**config.mk**
```make
export PLATFORM = sky130hd
export DESIGN_NAME = guess_grader_n_flat
export DESIGN_NICKNAME = d
export VERILOG_FILES = /design/src/rtl/guess_grader_n_if.sv /design/src/rtl/guess_grader_n.sv /design/src/flat_wrapper.sv
export SDC_FILE = /design/constraint.sdc
export NUM_CORES = 1
export LEC_CHECK = 0
export ABC_AREA = 1
export BUFFER_PORTS_ARGS = -buffer_cell sky130_fd_sc_hd__clkbuf_2
export CAP_MARGIN = 20
export CORE_ASPECT_RATIO = 1.2
export CORE_UTILIZATION = 45
export DETAILED_ROUTE_END_ITERATION = 8
export PLACE_DENSITY = 0.66
export SYNTH_ARGS = -nofsm -noshare
export SYNTH_HDL_FRONTEND = slang
export SYNTH_SLANG_ARGS = --single-unit
```
**constraint.sdc**
```tcl
create_clock -name CLOCK_50 -period 5.66 [get_ports CLOCK_50]
set_input_delay 1.132 -clock CLOCK_50 [delete_from_list [all_inputs] [get_ports CLOCK_50]]
set_output_delay 1.132 -clock CLOCK_50 [all_outputs]
set_load 0.03 [all_outputs]
```
**src/rtl/guess_grader_n_if.sv**
```systemverilog
// Bundle of the guess-entry, control and result signals of guess_grader_n.
// "master" drives the codes and controls; "slave" is the grading engine.
interface guess_grader_n_if #(
  parameter int NUM_PEGS   = 4,
  parameter int SYM_W      = 3,
  parameter int MAX_ROUNDS = 8
);
  localparam int CNT_W = $clog2(NUM_PEGS + 1);
  localparam int RND_W = $clog2(MAX_ROUNDS + 1);

  logic [NUM_PEGS*SYM_W-1:0] Guess;
  logic [NUM_PEGS*SYM_W-1:0] Master;
  logic                      GradeIt;
  logic                      gamePlaying;
  logic                      clear;
  logic [CNT_W-1:0]          Znarly;
  logic [CNT_W-1:0]          Zood;
  logic [RND_W-1:0]          RoundNumber;
  logic                      GameWon;
  logic                      GameOver;
  logic                      busy;
  logic                      gradeValid;

  modport master (
    output Guess, Master, GradeIt, gamePlaying, clear,
    input  Znarly, Zood, RoundNumber, GameWon, GameOver, busy, gradeValid
  );

  modport slave (
    input  Guess, Master, GradeIt, gamePlaying, clear,
    output Znarly, Zood, RoundNumber, GameWon, GameOver, busy, gradeValid
  );
endinterface

```
**src/rtl/guess_grader_n.sv**
```systemverilog
// Zood/Znarly guess grader: exact matches in one cycle, then a one-peg-per-cycle
// walk that claims the lowest free master peg for each non-exact guess peg.
//
// state  | meaning
// IDLE   | waiting for a GradeIt rising edge
// LOAD   | capture Guess and Master
// ZNARLY | compute exact matches and their count
// ZOOD   | scan guess peg k for a free wrong-position match
// DONE   | publish results, bump round, pulse gradeValid
module guess_grader_n #(
  parameter int NUM_PEGS   = 4,
  parameter int SYM_W      = 3,
  parameter int MAX_ROUNDS = 8
) (
  input logic             CLOCK_50,
  input logic             reset_n,
  guess_grader_n_if.slave bus
);
  localparam int CNT_W  = $clog2(NUM_PEGS + 1);
  localparam int RND_W  = $clog2(MAX_ROUNDS + 1);
  localparam int K_W    = (NUM_PEGS > 1) ? $clog2(NUM_PEGS) : 1;
  localparam int CODE_W = NUM_PEGS * SYM_W;

  typedef enum logic [2:0] {IDLE, LOAD, ZNARLY, ZOOD, DONE} state_t;

  state_t              state_q, state_d;
  logic                s1_q, s2_q, s3_q;
  logic [CODE_W-1:0]   g_q, g_d, m_q, m_d;
  logic [NUM_PEGS-1:0] exact_q, exact_d, claimed_q, claimed_d;
  logic [K_W-1:0]      k_q, k_d;
  logic [CNT_W-1:0]    znarly_acc_q, znarly_acc_d, zood_acc_q, zood_acc_d;
  logic [CNT_W-1:0]    znarly_q, znarly_d, zood_q, zood_d;
  logic [RND_W-1:0]    round_q, round_d;
  logic                won_q, won_d, valid_q, valid_d;
  logic                game_over, busy, req;
  logic [SYM_W-1:0]    g_k;
  logic                exact_k, hit;
  logic [NUM_PEGS-1:0] hit_onehot;

  assign game_over = won_q | (round_q == RND_W'(MAX_ROUNDS));
  assign busy      = (state_q != IDLE);
  assign req       = s2_q & ~s3_q & bus.gamePlaying & ~game_over & ~busy;

  // Lowest unclaimed master peg whose symbol equals guess peg k.
  always_comb begin
    g_k        = '0;
    exact_k    = 1'b0;
    hit        = 1'b0;
    hit_onehot = '0;
    for (int i = 0; i < NUM_PEGS; i++) begin
      if (k_q == K_W'(i)) begin
        g_k     = g_q[i*SYM_W +: SYM_W];
        exact_k = exact_q[i];
      end
    end
    for (int j = 0; j < NUM_PEGS; j++) begin
      if (!hit && !claimed_q[j] && (m_q[j*SYM_W +: SYM_W] == g_k)) begin
        hit           = 1'b1;
        hit_onehot[j] = 1'b1;
      end
    end
  end

  always_comb begin
    state_d      = state_q;
    g_d          = g_q;
    m_d          = m_q;
    exact_d      = exact_q;
    claimed_d    = claimed_q;
    k_d          = k_q;
    znarly_acc_d = znarly_acc_q;
    zood_acc_d   = zood_acc_q;
    znarly_d     = znarly_q;
    zood_d       = zood_q;
    round_d      = round_q;
    won_d        = won_q;
    valid_d      = 1'b0;

    case (state_q)
      IDLE: if (req) state_d = LOAD;
      LOAD: begin
        g_d     = bus.Guess;
        m_d     = bus.Master;
        state_d = ZNARLY;
      end
      ZNARLY: begin
        znarly_acc_d = '0;
        for (int i = 0; i < NUM_PEGS; i++) begin
          exact_d[i]   = (g_q[i*SYM_W +: SYM_W] == m_q[i*SYM_W +: SYM_W]);
          znarly_acc_d = znarly_acc_d + CNT_W'(exact_d[i]);
        end
        claimed_d  = exact_d;
        zood_acc_d = '0;
        k_d        = '0;
        state_d    = ZOOD;
      end
      ZOOD: begin
        if (!exact_k && hit) begin
          claimed_d  = claimed_q | hit_onehot;
          zood_acc_d = zood_acc_q + CNT_W'(1);
        end
        if (k_q == K_W'(NUM_PEGS - 1)) state_d = DONE;
        else                           k_d     = k_q + K_W'(1);
      end
      DONE: begin
        znarly_d = znarly_acc_q;
        zood_d   = zood_acc_q;
        if (round_q != RND_W'(MAX_ROUNDS)) round_d = round_q + RND_W'(1);
        if (znarly_acc_q == CNT_W'(NUM_PEGS)) won_d = 1'b1;
        valid_d  = 1'b1;
        state_d  = IDLE;
      end
      default: state_d = IDLE;
    endcase

    // Clear wins over everything but leaves the GradeIt synchroniser alone.
    if (bus.clear) begin
      state_d      = IDLE;
      k_d          = '0;
      znarly_acc_d = '0;
      zood_acc_d   = '0;
      znarly_d     = '0;
      zood_d       = '0;
      round_d      = '0;
      won_d        = 1'b0;
      valid_d      = 1'b0;
    end
  end

  always_ff @(posedge CLOCK_50 or negedge reset_n) begin
    if (!reset_n) begin
      state_q      <= IDLE;
      s1_q         <= 1'b0;
      s2_q         <= 1'b0;
      s3_q         <= 1'b0;
      g_q          <= '0;
      m_q          <= '0;
      exact_q      <= '0;
      claimed_q    <= '0;
      k_q          <= '0;
      znarly_acc_q <= '0;
      zood_acc_q   <= '0;
      znarly_q     <= '0;
      zood_q       <= '0;
      round_q      <= '0;
      won_q        <= 1'b0;
      valid_q      <= 1'b0;
    end else begin
      state_q      <= state_d;
      s1_q         <= bus.GradeIt;
      s2_q         <= s1_q;
      s3_q         <= s2_q;
      g_q          <= g_d;
      m_q          <= m_d;
      exact_q      <= exact_d;
      claimed_q    <= claimed_d;
      k_q          <= k_d;
      znarly_acc_q <= znarly_acc_d;
      zood_acc_q   <= zood_acc_d;
      znarly_q     <= znarly_d;
      zood_q       <= zood_d;
      round_q      <= round_d;
      won_q        <= won_d;
      valid_q      <= valid_d;
    end
  end

  assign bus.Znarly      = znarly_q;
  assign bus.Zood        = zood_q;
  assign bus.RoundNumber = round_q;
  assign bus.GameWon     = won_q;
  assign bus.GameOver    = game_over;
  assign bus.busy        = busy;
  assign bus.gradeValid  = valid_q;
endmodule

```
**src/flat_wrapper.sv**
```systemverilog
// flat-port wrapper written by rule: the top's interface ports become plain ports
module guess_grader_n_flat 
#(
  parameter int NUM_PEGS   = 4,
  parameter int SYM_W      = 3,
  parameter int MAX_ROUNDS = 8
)
  (CLOCK_50, reset_n, bus_Guess, bus_Master, bus_GradeIt, bus_gamePlaying, bus_clear, bus_Znarly, bus_Zood, bus_RoundNumber, bus_GameWon, bus_GameOver, bus_busy, bus_gradeValid);
  guess_grader_n_if #(.NUM_PEGS(NUM_PEGS), .SYM_W(SYM_W), .MAX_ROUNDS(MAX_ROUNDS)) bus_i ();
  input logic CLOCK_50;
  input logic reset_n;
  input wire logic [$bits(bus_i.Guess)-1:0] bus_Guess;
  input wire logic [$bits(bus_i.Master)-1:0] bus_Master;
  input wire logic [$bits(bus_i.GradeIt)-1:0] bus_GradeIt;
  input wire logic [$bits(bus_i.gamePlaying)-1:0] bus_gamePlaying;
  input wire logic [$bits(bus_i.clear)-1:0] bus_clear;
  output wire logic [$bits(bus_i.Znarly)-1:0] bus_Znarly;
  output wire logic [$bits(bus_i.Zood)-1:0] bus_Zood;
  output wire logic [$bits(bus_i.RoundNumber)-1:0] bus_RoundNumber;
  output wire logic [$bits(bus_i.GameWon)-1:0] bus_GameWon;
  output wire logic [$bits(bus_i.GameOver)-1:0] bus_GameOver;
  output wire logic [$bits(bus_i.busy)-1:0] bus_busy;
  output wire logic [$bits(bus_i.gradeValid)-1:0] bus_gradeValid;
  assign bus_i.Guess = bus_Guess;
  assign bus_i.Master = bus_Master;
  assign bus_i.GradeIt = bus_GradeIt;
  assign bus_i.gamePlaying = bus_gamePlaying;
  assign bus_i.clear = bus_clear;
  assign bus_Znarly = bus_i.Znarly;
  assign bus_Zood = bus_i.Zood;
  assign bus_RoundNumber = bus_i.RoundNumber;
  assign bus_GameWon = bus_i.GameWon;
  assign bus_GameOver = bus_i.GameOver;
  assign bus_busy = bus_i.busy;
  assign bus_gradeValid = bus_i.gradeValid;
  guess_grader_n #(.NUM_PEGS(NUM_PEGS), .SYM_W(SYM_W), .MAX_ROUNDS(MAX_ROUNDS)) u_core (.CLOCK_50(CLOCK_50), .reset_n(reset_n), .bus(bus_i));
endmodule
```
Word level (Yosys, flattened, before mapping)
Index checks and enable logic that the tools add are counted.
{ "word_totals": {"mem_bits_ro": 0, "memories": 0, "output_inout_bits": 14, "wordCells": 126, "in_bits": 29, "ram_bits": 0, "latch_bits": 0, "register_bits": 58} }
{ "classes": {"bitwise": 9, "add_sub_neg": 6, "order_cmp": 0, "multipliers": 0, "n_mux": 41, "shift": 0, "div": 0, "reduce_logical": 31, "n_eq_ne": 23} }
{ "op_table": {"columns": ["cell", "count"], "rows": [
  ["$mux 3", 15],
  ["$eq 3x3->1", 8],
  ["$mux 1", 16],
  ["$mux 4", 4],
  ["$pmux 3 s4", 1],
  ["$reduce_and 2->1", 6],
  ["$reduce_bool 2->1", 5],
  ["$ne 3x2->1 const B", 3],
  ["$logic_and 1x1->1", 8],
  ["$logic_not 1->1", 8],
  ["$pmux 4 s2", 1],
  ["$add 3x1->3", 2],
  ["$eq 3x2->1 const B", 2],
  ["$eq 3x3->1 const B", 2],
  ["$pmux 3 s2", 1],
  ["$reduce_bool 3->1", 2],
  ["$add 4x1->4 const B", 1],
  ["$and 1x1->1", 4],
  ["$eq 2x2->1 const B", 2],
  ["$eq 4x4->1 const B", 1],
  ["$mux 2", 2],
  ["$ne 4x4->1 const B", 1],
  ["$or 4x4->4", 1],
  ["$pmux 2 s2", 1],
  ["11 further kinds", 13]
]} }

Longest topological paths before layout
{ "depth": {"ltp_word": 24, "mapped_depth": 17, "mapped_depth_nobuf": 17} }

Worst setup path after synthesis
No wires, ideal clock.
{ "synth_path": {"path_type": "reg-to-output", "startpoint": "register u_core.round_q[0] (netlist: u_core.bus.RoundNumber[0])", "endpoint": "output bus_GameOver", "arrival_ps": 1137, "path_stages_with_launch": 5, "path_buffers": 0, "path_slack_ps": 3391, "path_cell_list": "dfrtp_1 inv_1 ha_1 nand3_1 nand2_1"} }
{ "synth_via": {"elab_chain_cells": 2} }
{ "synth_rtl": {"columns": ["item", "line", "source"], "rows": [
  ["start, declared", "guess_grader_n.sv:33", "logic [RND_W-1:0] round_q, round_d;"],
  ["start signal, assigned", "guess_grader_n.sv:162", "round_q <= round_d;"],
  ["$eq 4x4->1", "guess_grader_n.sv:40", "assign game_over = won_q | (round_q == RND_W'(MAX_ROUNDS));"],
  ["$or 1x1->1", "guess_grader_n.sv:40", null],
  ["end, declared", "flat_wrapper.sv:21", "output wire logic [$bits(bus_i.GameOver)-1:0] bus_GameOver;"]
]} }
Every way passes these cells.

Worst setup path after layout
Ends and elaborated chain as after synthesis.

==> results.md <==
- Library cells used by synthesis: 36
- Initial antenna violation count: 0
- CP Cell Sequence: inv_1, ha_1, nand3_1, nand2_1, clkbuf_2
- Synth top area cells: dfrtp_1 (47%), nand2_1 (7.8%), mux2_2 (5.1%), inv_1 (4.8%), nand3_1 (4.8%)
- ANT cells: 0
- TritonRoute pass-1 iters: 4
- Die height: roughly 93 microns
- Total power: roughly 1.7 mW
- Peak supply drop: ~0.26 mV
- Syn_nets: 394
- Arrival @ worst endpoint: 1.38 ns
- Least-Margin Pin Slew: ~0.65 ns
- Clk sinks: 58
- NumNets Final: 442
- CP Buf/Inv Count: 2
- Synth Cell Area: 3110 sq um
- Max-slew violation count: 0
- Most common cell in the netlist: nand2_1
- Placed Area: 3400 sq um
- Clock power share: 0.197
- Asr flop ratio synth: 1.00
- Max Cap Viol: 0
- Post_cts resized: 0
- First-pass GRT wire length: 10800 microns
- Startpoint Class: register
- Crit end category: output port
- WS Path Type: reg2out
- Worst rel slew slack: 0.564
- Status: completed
- PwrDens: 486 nW/um^2
- Global Route Usage Sum: 0.196
- DRC: 0
- Die area: a little over 7000 sq um
- Synth Flop Type: dfrtp_1
- Top delay family on crit path: flip-flops
- Setup Viol. Count Final: 0
- Clock latency at the later pin of the worst-skew pair: 0.34 ns
- Net Sw Frac: 0.407
- Synth area leader: dfrtp_1
- Final worst slack: 3.15 ns
- Filler instances: 619
- Starting Density: 0.474
- Vias in the first global route: 2341
- Flops & latches, synth: 58
- Vias per cell: 4.94
- Comb power frac: 0.431
- Design area: roughly 3600 sq um
- Total core area: 6570 sq um
- Clock root buffer: clkbuf_8
- Crit path required time: around 4.5 ns
- Final hold viol count: 0
- DPL Wire Length: 4700 microns
- Internal: 1.03 mW
- Chip Width: 77.9 microns
- RSZ-0062 raised after global routing: false
- Sequential element share of the synthesized area: 0.467
- Max stage delay cell, worst path: dfrtp_1
- GPL Wtd Cong: 0.837
- Vias post-DR: 2431
- Largest buffer count on any clock path: 2
- Switch Pwr: 0.705 mW
- Synth warnings: 0
- Hold Path Class: reg2reg
- CTS Hold Bufs: 0
- Share of cells above drive strength 1: 0.238
- I/O pins: 43
- CTS clock-pin slew for the worst setup and hold paths: 0.06 ns
- Total CTS buffers: 9
- # rows: 32
- Clock Skews: between 0.006 and 0.007 ns
- CTS tree: done
- Register share of total power: 0.372
- Total leakage power: between 1.5 and 2 nW
- 1st-iter DRT viols: 132
- # port buffers: 42
- Setup Buffers After CTS: 0
- Crit path largest cell delay: 0.41 ns
- Share of the synthesized area in the top cell type: 0.467
- Post-Synthesis Cells: 355
- Average size of a mapped cell: between 8 and 9 sq um
- Layout area overhead: 14.8%
- Final wirelength: about 6300 microns
- Final ANT Viol Nets: 0
- Tmin final: 2.51 ns
- Highest clock rate: between 300 and 400 MHz
- Max Fanout on Critical Path: 4
- Grt ovf: 0
- Hold_ws: 0.347 ns
- Post-route clock period utilization: 0.444
- Post-Place Worst Slack: 3.39 ns
- WL/cell: 12.7 microns
- Post-synth EDFFs: 0
- H-tree depth: 3
- Synth top cells by count: nand2_1 (65), dfrtp_1 (58), inv_1 (40)
- Setup_tns: 0 ns
- Largest net degree at the start of global routing: 36
## placed cells by master (no fill, tap or decap), types with 2 or more instances in the layout
| master | netlist | final |
|---|---|---|
| a21boi_1 | 2 | 2 |
| a21oi_1 | 20 | 20 |
| a22o_1 | 4 | 4 |
| a22oi_1 | 2 | 2 |
| buf_4 | 0 | 2 |
| clkbuf_2 | 0 | 42 |
| clkbuf_8 | 0 | 11 |
| clkinv_2 | 0 | 3 |
| dfrtp_1 | 58 | 58 |
| ha_1 | 9 | 9 |
| inv_1 | 40 | 40 |
| inv_2 | 4 | 4 |
| mux2_2 | 14 | 14 |
| nand2_1 | 65 | 65 |
| nand2_2 | 12 | 12 |
| nand2_4 | 2 | 2 |
| nand3_1 | 30 | 30 |
| nand3_2 | 2 | 2 |
| nand4_1 | 2 | 2 |
| nor2_1 | 36 | 36 |
| nor2_4 | 2 | 2 |
| nor3_1 | 4 | 4 |
| o21ai_0 | 13 | 13 |
| xnor2_1 | 13 | 13 |
## worst reg2reg max path, delay by kind of cell, from the launching register on
| kind | cells | cell delay (ns) |
|---|---|---|
| and+or+nand+nor | 9 | 1.16 |
| DFF | 1 | 0.43 |
| adders and majority gates | 1 | 0.35 |
| AOI/OAI and AO/OA | 1 | 0.13 |
| buffers and inverters | 1 | 0.11 |
## sequential cells by signal, indices dropped and copies added (netlist names)
signal,count
u_core.m_q,12
u_core.bus.gradeValid,1
u_core.s1_q,1
u_core.bus.RoundNumber,4
u_core.zood_acc_q,3
u_core.bus.GameWon,1
u_core.znarly_acc_q,3
u_core.s3_q,1
u_core.g_q,12
u_core.state_q,3
u_core.k_q,2
u_core.bus.Znarly,3
u_core.exact_q,4
u_core.bus.Zood,3
u_core.claimed_q,4
u_core.s2_q,1
## cell families (layout without fill, tap and decap cells)
kind of cell             Yosys count  after routing  share of synthesized area
AO/OA/AOI/OAI                     46             46                     0.0857
XOR/XNOR                          13             13                     0.0366
adder cells (fa/ha/maj)           10             10                     0.0426
buffers and inverters             52            104                     0.0676
flip-flops                        58             58                      0.467
multiplexers                      15             15                     0.0539
AND/OR/NAND/NOR                  161            161                      0.247
## power by group through the flow
stage               clock [mW]  combinational, mW  sequential [mW]
finish                   0.341              0.748            0.645
global route             0.365              0.854            0.657
CTS                      0.349              0.753            0.646
detailed placement           0              0.748            0.652
global placement             0              0.734            0.651
floorplan                    0              0.614            0.615
## final cells by class
class                      instances  area (sq um)  area share
multi-input combinational        245          1450       0.406
inverter                          45           169      0.0473
clock buffer                      12           155      0.0434
sequential                        58          1450       0.406
clock inverter                     3          15.0     0.00420
tap                               85           106      0.0298
timing repair buffer              44           225      0.0631
## worst paths after layout
check	startpoint	end	slack [ns]	cells past startpoint
setup / recovery	u_core.bus.RoundNumber[0]	bus_GameOver	3.15	5
hold / removal	u_core.s1_q	u_core.s2_q	0.35	0
setup reg to reg	u_core.k_q[0]	u_core.zood_acc_q[0]	3.36	12
hold reg to reg	u_core.s1_q	u_core.s2_q	0.35	0
max in group asynchronous	reset_n	u_core.m_q[8]	3.97	2
min in group asynchronous	reset_n	u_core.bus.RoundNumber[3]	0.81	1
## metrics by stage
step,cells,util
after floorplan,355,-
after global placement,477,0.518
after detailed placement,477,0.518
after CTS,492,0.544
after global routing,492,0.544
final,492,0.544
## metal layers
layer,share of wire,track usage,up-vias
met2,0.48,0.333,53
met3,0.034,0.0390,12
met1,0.46,0.234,1121
li1,-,-,1245
met4,0.023,0.103,0
met5,0,0,-
(Power assumes the default switching activity.)
